$ cat src/rtl/ccff_pkg.sv
// Shared state encoding and byte-width constant for the configuration-chain loader.
package ccff_pkg;

   localparam int unsigned BYTE_W = 8;

   typedef enum logic [1:0] {
      IDLE  = 2'd0,
      LOAD  = 2'd1,
      SHIFT = 2'd2,
      DONE  = 2'd3
   } ccff_state_e;

   // Bits taken from the next byte: a full byte, or only what the chain still needs.
   function automatic logic [3:0] byte_bits(input int unsigned remaining);
      return (remaining >= BYTE_W) ? 4'(BYTE_W) : 4'(remaining);
   endfunction

endpackage

$ cat src/rtl/ccff_loader_if.sv
// Byte stream into the chain loader: valid/ready handshake carrying one config byte.
interface ccff_loader_if;
   import ccff_pkg::*;

   logic [BYTE_W-1:0] s_data;
   logic              s_valid;
   logic              s_ready;

   modport master (output s_data, output s_valid, input  s_ready);
   modport slave  (input  s_data, input  s_valid, output s_ready);

endinterface

$ cat src/rtl/ccff_piso8.sv
// 8-bit parallel-load, MSB-first shift register; load has priority over shift.
module ccff_piso8
   import ccff_pkg::*;
(
   input  logic              prog_clk,
   input  logic              prog_reset_n,
   input  logic              load,
   input  logic              shift,
   input  logic [BYTE_W-1:0] din,
   output logic              msb
);

   logic [BYTE_W-1:0] sreg_q, sreg_d;

   always_comb begin
      sreg_d = sreg_q;
      if (load) begin
         sreg_d = din;
      end else if (shift) begin
         sreg_d = {sreg_q[BYTE_W-2:0], 1'b0};
      end
   end

   always_ff @(posedge prog_clk or negedge prog_reset_n) begin
      if (!prog_reset_n) begin
         sreg_q <= '0;
      end else begin
         sreg_q <= sreg_d;
      end
   end

   assign msb = sreg_q[BYTE_W-1];

endmodule

$ cat src/rtl/ccff_loader.sv
// Loads CHAIN_LEN bits, MSB first, from a byte stream into a configuration flip-flop chain.
// state | meaning
// IDLE  | no load since reset
// LOAD  | waiting for the next byte (s_ready=1)
// SHIFT | streaming bits of the current byte into the chain head
// DONE  | chain holds exactly CHAIN_LEN new bits
module ccff_loader
   import ccff_pkg::*;
#(
   parameter int unsigned CHAIN_LEN = 6
) (
   input  logic         prog_clk,
   input  logic         prog_reset_n,
   input  logic         start,
   ccff_loader_if.slave s_if,
   output logic         ccff_head,
   output logic         ccff_shift_en,
   input  logic         ccff_tail,
   output logic         busy,
   output logic         done,
   output logic         tail_parity
);

   localparam int unsigned CW = $clog2(CHAIN_LEN + 1);

   ccff_state_e       state_q, state_d;
   logic [CW-1:0]     cnt_q, cnt_d;
   logic [3:0]        bits_q, bits_d;
   logic              parity_q, parity_d;
   logic              done_q, done_d;
   logic              busy_q, busy_d;
   logic              ready_q, ready_d;
   logic              shift_en_q, shift_en_d;
   logic              piso_load, piso_shift, piso_msb;
   logic [BYTE_W-1:0] piso_din;

   always_comb begin
      state_d    = state_q;
      cnt_d      = cnt_q;
      bits_d     = bits_q;
      parity_d   = parity_q;
      done_d     = done_q;
      piso_load  = 1'b0;
      piso_shift = 1'b0;
      piso_din   = s_if.s_data;
      case (state_q)
         IDLE, DONE: begin
            if (start) begin
               state_d  = LOAD;
               cnt_d    = CW'(CHAIN_LEN);
               parity_d = 1'b0;
               done_d   = 1'b0;
            end
         end
         LOAD: begin
            if (s_if.s_valid && ready_q) begin
               piso_load = 1'b1;
               bits_d    = byte_bits(32'(cnt_q));
               state_d   = SHIFT;
            end
         end
         SHIFT: begin
            piso_shift = 1'b1;
            parity_d   = parity_q ^ ccff_tail;
            if (cnt_q != '0) begin
               cnt_d = cnt_q - CW'(1);
            end
            bits_d = bits_q - 4'd1;
            // Clearing the byte register at the end of each byte keeps ccff_head low outside SHIFT.
            if (bits_q <= 4'd1) begin
               piso_load = 1'b1;
               piso_din  = '0;
               if (cnt_q <= CW'(1)) begin
                  state_d = DONE;
                  done_d  = 1'b1;
               end else begin
                  state_d = LOAD;
               end
            end
         end
         default: state_d = IDLE;
      endcase
      ready_d    = (state_d == LOAD);
      busy_d     = (state_d == LOAD) || (state_d == SHIFT);
      shift_en_d = (state_d == SHIFT);
   end

   always_ff @(posedge prog_clk or negedge prog_reset_n) begin
      if (!prog_reset_n) begin
         state_q    <= IDLE;
         cnt_q      <= '0;
         bits_q     <= '0;
         parity_q   <= 1'b0;
         done_q     <= 1'b0;
         busy_q     <= 1'b0;
         ready_q    <= 1'b0;
         shift_en_q <= 1'b0;
      end else begin
         state_q    <= state_d;
         cnt_q      <= cnt_d;
         bits_q     <= bits_d;
         parity_q   <= parity_d;
         done_q     <= done_d;
         busy_q     <= busy_d;
         ready_q    <= ready_d;
         shift_en_q <= shift_en_d;
      end
   end

   ccff_piso8 u_piso (
      .prog_clk     (prog_clk),
      .prog_reset_n (prog_reset_n),
      .load         (piso_load),
      .shift        (piso_shift),
      .din          (piso_din),
      .msb          (piso_msb)
   );

   assign s_if.s_ready  = ready_q;
   assign ccff_head     = piso_msb;
   assign ccff_shift_en = shift_en_q;
   assign busy          = busy_q;
   assign done          = done_q;
   assign tail_parity   = parity_q;

endmodule

$ cat src/flat_wrapper.sv
// flat-port wrapper written by rule: the top's interface ports become plain ports
module ccff_loader_flat import ccff_pkg::*;
#(
   parameter int unsigned CHAIN_LEN = 6
)
  (prog_clk, prog_reset_n, start, ccff_head, ccff_shift_en, ccff_tail, busy, done, tail_parity, s_if_s_data, s_if_s_valid, s_if_s_ready);
  ccff_loader_if s_if_i ();
  input  logic prog_clk;
  input  logic prog_reset_n;
  input  logic start;
  output logic ccff_head;
  output logic ccff_shift_en;
  input  logic ccff_tail;
  output logic busy;
  output logic done;
  output logic tail_parity;
  input wire logic [$bits(s_if_i.s_data)-1:0] s_if_s_data;
  input wire logic [$bits(s_if_i.s_valid)-1:0] s_if_s_valid;
  output wire logic [$bits(s_if_i.s_ready)-1:0] s_if_s_ready;
  assign s_if_i.s_data = s_if_s_data;
  assign s_if_i.s_valid = s_if_s_valid;
  assign s_if_s_ready = s_if_i.s_ready;
  ccff_loader #(.CHAIN_LEN(CHAIN_LEN)) u_core (.prog_clk(prog_clk), .prog_reset_n(prog_reset_n), .start(start), .s_if(s_if_i), .ccff_head(ccff_head), .ccff_shift_en(ccff_shift_en), .ccff_tail(ccff_tail), .busy(busy), .done(done), .tail_parity(tail_parity));
endmodule
$ cat config.mk
export PLATFORM = sky130hd
export DESIGN_NAME = ccff_loader_flat
export DESIGN_NICKNAME = d
export VERILOG_FILES = /design/src/rtl/ccff_pkg.sv /design/src/rtl/ccff_loader_if.sv /design/src/rtl/ccff_piso8.sv /design/src/rtl/ccff_loader.sv /design/src/flat_wrapper.sv
export SDC_FILE = /design/constraint.sdc
export NUM_CORES = 1
export LEC_CHECK = 0
export CORE_MARGIN = 2
export CORE_UTILIZATION = 33
export DETAILED_ROUTE_END_ITERATION = 7
export PLACE_DENSITY = 0.65
export SYNTH_ARGS = -nofsm -noshare
export SYNTH_HDL_FRONTEND = slang
export SYNTH_SLANG_ARGS = --single-unit
$ cat constraint.sdc
create_clock -name prog_clk -period 2.43 [get_ports prog_clk]
set_input_delay 0.243 -clock prog_clk [delete_from_list [all_inputs] [get_ports prog_clk]]
set_output_delay 0.243 -clock prog_clk [all_outputs]
set_load 0.005 [all_outputs]
==> results_dict.tcl, run 1 <==
set metrics [dict create \
    period_needed_ns 1.95 \
    layout-drive-gt1-share 0.0881 \
    cts_resized 0 \
    n_fill_cell 372 \
    rsz0062_at_grt "false" \
    synth_seq_cells 22 \
    clock_latency_ns 0.26 \
    cap_viol_max_count 0 \
    grt.overflow.total 0 \
    multiInputGateArea_sq_um 648 \
    route.detailed.drc 0 \
    worstSetupPathType "flip-flop to flip-flop" \
    grt_max_degree 23 \
    end_kind "flip-flop" \
    firstDrtPassIters 4 \
    port_buffers 18 \
    clk_pin_slew_ns 0.08 \
    die_w_um 66.0 \
    cellLeakagePower_nw 0.679 \
    power.switching_uw 649 \
    grt_pass1_wl_um 4650 \
    slew_viol_final 0 \
    final_cell_mix "dfrtp_1, clkdlybuf4s50_1, a21oi_1" \
    routedWlPerCell_um 12.3 \
    synth-async-reset-ratio 1.00 \
    tightestPinTransition_ns 0.335 \
    ys.flop_type "dfrtp_1" \
    place_congestion 0.907 \
    nNetsFinal 182 \
    cts_tree "done" \
    synth_edf_count 0 \
    n_antenna_cell 0 \
    finalCritPeriodShare 0.803 \
    cts_root_buffer "clkbuf_8" \
    dpl.hpwl_um 1910 \
    area_growth_pct 21.7 \
    power-per-cell-area_mw_per_mm2 1060 \
    max-slew-margin-rel 0.776 \
    crit_fanout 11 \
    drt_iter0_markers 43 \
    seqPwrFrac 0.381 \
    cp_slowest_cell "ha_1" \
    hold_viol 0 \
    cpPeakStageDelay_ns 0.46 \
    start_util 0.344 \
    track_usage 0.136 \
    synth_nets 161 \
    h-tree-depth 1 \
    hold_class "input pin to asynchronous set/reset pin" \
    coreArea_sq_mm 0.00369 \
    grt_pass1_vias 1071 \
    worstPathCellList "inv_1 -> ha_1 -> and4b_1 -> a31oi_2 -> o21ai_0 -> a21oi_1" \
    cp-start-kind "flip-flop" \
    p_total_mw 1.64 \
    synth.avg_cell_area_sq_um 9.06 \
    regArea_sq_um 551 \
    setup_tns_ns 0 \
    synth-seq-area-share 0.434 \
    wirelength_um 2550 \
    netSwitchingFraction 0.396 \
    fin_skew_ns 0.00496 \
    cts_hold_buffers 0 \
    p_int_uw 988 \
    p_clk_frac 0.137 \
    ir_worst_vdd_v 0.000533 \
    clock.fmax_ghz 0.512 \
    io_pins 19 \
    rows 22 \
    post_cts_buffers 0 \
    cts_buffers 3 \
    dieArea_sq_mm 0.00436 \
    worstPathRequired_ns 2.61 \
    layout_commonest_cell "dfrtp_1" \
    cts_sinks 22 \
    vias_per_cell 5.08 \
    worstPathArrival_ns 2.13 \
    ys_warn_count 0 \
    die_h_um 66.0 \
    antenna_found_initial 0 \
    pwr-share-comb 0.482 \
    ant_nets 0 \
    netlist_instances 140 \
    status "completed" \
    setup_viol 0 \
    netlist_area_sq_mm 0.00127 \
    vias 1051 \
    ys_types 38 \
    cts_buffer_depth 2 \
]
-- cells in the mapped netlist, types with 2 or more instances --
| master | number | area share |
|---|---|---|
| nor2_1 | 15 | 0.044 |
| o21ai_0 | 10 | 0.039 |
| ha_1 | 8 | 0.079 |
| nor2b_1 | 3 | 0.015 |
| a211oi_2 | 2 | 0.020 |
| a21oi_1 | 16 | 0.063 |
| or2_1 | 2 | 0.0099 |
| nand2_1 | 15 | 0.044 |
| nor3_1 | 5 | 0.020 |
| inv_1 | 12 | 0.036 |
| a31oi_1 | 3 | 0.015 |
| o21ai_1 | 2 | 0.0079 |
| dfrtp_1 | 22 | 0.43 |
-- cell families (layout without fill, tap and decap cells) --
group / count (synthesis) / in the layout / share of synthesized area
compound gates: 46 / 46 / 0.252
simple gates: 45 / 45 / 0.163
mux: 2 / 2 / 0.0168
flops: 22 / 22 / 0.434
fa+ha+maj: 8 / 8 / 0.0789
buf+inv: 17 / 36 / 0.0552
-- metrics by stage --
step	std cells	cell area [sq um]	worst slack (ns)	hold slack [ns]	util
global route	207	1540	0.290	0.342	0.419
CTS	207	1540	0.484	0.335	0.419
detailed placement	204	1500	0.503	0.520	0.407
global placement	204	1500	0.601	0.503	0.407
floorplan	140	1270	0.715	-0.0526	-
finish	207	1540	0.478	0.318	0.419
-- final timing paths --
check	from	end	slack, ns	depth (start not counted)
setup / recovery	u_core.state_q[0]$_DFF_PN0_	u_core.u_piso.sreg_q[4]$_DFFE_PN0P_	0.48	6
hold / removal	prog_reset_n	u_core.busy$_DFF_PN0_	0.32	2
setup reg to reg	u_core.state_q[0]$_DFF_PN0_	u_core.u_piso.sreg_q[4]$_DFFE_PN0P_	0.48	6
hold reg to reg	u_core.u_piso.sreg_q[0]$_DFFE_PN0P_	u_core.u_piso.sreg_q[0]$_DFFE_PN0P_	0.52	2
max in group asynchronous	prog_reset_n	u_core.u_piso.sreg_q[4]$_DFFE_PN0P_	1.88	2
min in group prog_clk	s_if_s_data[0]	u_core.u_piso.sreg_q[0]$_DFFE_PN0P_	0.52	3
-- critical path: cells and delay by family (launching register included) --
family	cells	cell delay, ns
compound gates	3	0.65
fa+ha+maj	1	0.46
simple gates	1	0.28
buf+inv	1	0.06
flops	1	0.41
-- registers in the layout, summed over array words and instances, names as in the netlist --
signal and count:
u_core.bits_q 4, u_core.busy 1, u_core.ccff_shift_en 1, u_core.cnt_q 3, u_core.done 1, u_core.s_if.s_ready 1, u_core.state_q 2, u_core.tail_parity 1
u_core.u_piso.sreg_q 8
-- layout make-up --
class                      count  share of cell area
multi-input combinational    101               0.420
sequential                    22               0.357
tap                           48              0.0389
timing repair buffer          20               0.126
inverter                      13              0.0316
clock buffer                   3              0.0267
-- metal layers --
metal / track usage / routed length [um]
met5: 0 / 0
met4: 0.0230 / 8
met3: 0.0375 / 105
met2: 0.229 / 1210
met1: 0.178 / 1230
-- power groups by stage --
stage | logic [mW] | clock network, mW | registers (mW)
after detailed placement | 0.790 | 0 | 0.628
final | 0.789 | 0.225 | 0.623
after CTS | 0.793 | 0.234 | 0.624
after floorplan | 0.584 | 0 | 0.608
after global placement | 0.765 | 0 | 0.621
after global routing | 0.905 | 0.250 | 0.646
No activity file was read; power rests on OpenSTA's default activity.
==> inputs of run 2 (changes only) <==
Settings changed: PLACE_DENSITY 0.65 to 0.67.
Clock period 2.43 ns to 1.7 ns, I/O delays scaled along.
==> run 2 against run 1 <==
  * Cell count increased by 11%
  * Routed wire length grew 22%
  * Register-to-register slack got worse by 0.46 ns
  * Die area unchanged
  * Combinational power rose by 110%
  * Sequential cell count did not move
  * Sequential power grew 44%
  * Maximum frequency grew 16%
  * Total power up 84%
  * Largest cell class unchanged
  * Non-clock buffer count grew 21
==> results_dict.tcl, run 2 (synthesis gave the netlist of run 1 again) <==
set metrics [dict create \
    status "completed" \
    ir_worst_vdd_v 0.000978 \
    n_antenna_cell 0 \
    dpl.hpwl_um 2150 \
    grt_max_degree 23 \
    power-per-cell-area_mw_per_mm2 1650 \
    cellLeakagePower_nw 0.802 \
    nNetsFinal 203 \
    cts_tree "done" \
    antenna_found_initial 0 \
    whs_ns 0.249 \
    coreArea_sq_mm 0.00369 \
    routedWlPerCell_um 13.5 \
    rows 22 \
    grt_busiest_layer "met2" \
    cp-start-kind "flip-flop" \
    place_area_sq_mm 0.00160 \
    fin_skew_ns 0.000986 \
    area_growth_pct 43.9 \
    rsz0062_at_grt "true" \
    route.detailed.drc 0 \
    ant_nets 0 \
    worstPathArrival_ns 1.83 \
    start_util 0.344 \
    vias_per_cell 5.28 \
    cts_buffer_depth 2 \
    cp_slowest_cell "dfrtp_1" \
    hold_viol 0 \
    end_kind "flip-flop" \
    regMostFlops "u_core.u_piso.sreg_q" \
    worstSetupPathType "flip-flop to flip-flop" \
    die_h_um 66.0 \
    vias 1208 \
    final_area_sq_mm 0.00183 \
    place_congestion 0.837 \
    max-slew-margin-rel 0.767 \
    reg_top3 "u_core.u_piso.sreg_q x8, u_core.bits_q x4, u_core.cnt_q x3" \
    clk_pin_slew_ns 0.08 \
    track_usage 0.151 \
    final_cell_mix "buf_4, dfrtp_1, clkdlybuf4s50_1" \
    dpl_worst_slack_ns -0.0386 \
    wirelength_um 3100 \
    use_met3 0.0290 \
    die_w_um 66.0 \
    firstDrtPassIters 4 \
    tightestPinTransition_ns 0.347 \
    io_pins 19 \
    layout-drive-gt1-share 0.304 \
    worstPathRequired_ns 1.85 \
    period_needed_ns 1.69 \
    slew_viol_final 0 \
    drt_iter0_markers 51 \
    cts_sinks 22 \
    crit_fanout 7 \
    largest_reg_flops 8 \
    setup_ws_ns 0.0141 \
    clock.fmax_ghz 0.593 \
    h-tree-depth 1 \
    hold_class "input pin to asynchronous set/reset pin" \
    grt_use_met1 0.193 \
    dieArea_sq_mm 0.00436 \
    grt_util_met2 0.253 \
    cts_buffers 3 \
    finalCritPeriodShare 0.992 \
    port_buffers 18 \
    clock_latency_ns 0.26 \
    grt_pass1_wl_um 5040 \
    setup_viol 0 \
    grt_pass1_vias 1097 \
    worstPathCellList "ha_4 -> and4b_2 -> a21o_1 -> buf_4 -> or2_1" \
    cap_viol_max_count 0 \
    cpPeakStageDelay_ns 0.43 \
    grt.overflow.total 0 \
    cts_root_buffer "clkbuf_8" \
    fin_util 0.495 \
]
==> run 2: worst paths after layout <==
check	from	end	slack [ns]	cells after the start
setup / recovery	u_core.state_q[1]$_DFF_PN0_	u_core.state_q[1]$_DFF_PN0_	0.01	5
hold / removal	prog_reset_n	u_core.ccff_shift_en$_DFF_PN0_	0.25	2
setup reg to reg	u_core.state_q[1]$_DFF_PN0_	u_core.state_q[1]$_DFF_PN0_	0.01	5
hold reg to reg	u_core.u_piso.sreg_q[4]$_DFFE_PN0P_	u_core.u_piso.sreg_q[4]$_DFFE_PN0P_	0.52	2
max in group asynchronous	prog_reset_n	u_core.cnt_q[0]$_DFFE_PN0P_	1.22	2
min in group prog_clk	s_if_s_data[2]	u_core.u_piso.sreg_q[2]$_DFFE_PN0P_	0.45	3
==> run 2: what timing repair did <==
action | CTS | global route
resized for setup | 4 | 22
setup endpoints to repair | 8 | 12
pin swaps | 1 | 4
setup buffers | 3 | 5
hold buffers | 0 | 0
endpoints found under the hold margin | 0 | 0
==> run 2: report_power, final <==
group	internal (mW)	switching, mW	total [mW]
logic	0.815	0.812	1.63
clock network	0.315	0.173	0.487
registers	0.742	0.154	0.896
total	1.87	1.14	3.01
==> run 2: cell type report <==
| class | instances | area (sq um) |
|---|---|---|
| sequential | 22 | 551 |
| inverter | 13 | 48.8 |
| tap | 48 | 60.1 |
| fill | 350 | 1860 |
| timing repair buffer | 41 | 357 |
| clock buffer | 3 | 41.3 |
| multi-input combinational | 101 | 738 |
| clock inverter | 1 | 30.0 |
==> run 2: metal layers <==
layer | vias up | part of all wire
met1 | 577 | 0.42
met3 | 11 | 0.056
li1 | 575 | -
met5 | - | 0
met2 | 45 | 0.49
met4 | 0 | 0.036
==> run 2: stage by stage <==
stage / cells / setup TNS (ns) / power, mW
6_report: 229 / 0 / 3.01
5_1_grt: 229 / -0.0981 / 3.24
4_1_cts: 224 / 0 / 2.84
3_5_place_dp: 217 / -0.0610 / 2.27
3_3_place_gp: 217 / -0.00145 / 2.20
2_1_floorplan: 140 / 0 / 1.71
==> run 2: critical path, delay by kind of cell (launching register included) <==
kind	cells	cell delay (ns)
AOI/OAI and AO/OA	1	0.19
and+or+nand+nor	2	0.49
buffers and inverters	1	0.14
DFF	1	0.43
adders and majority gates	1	0.32
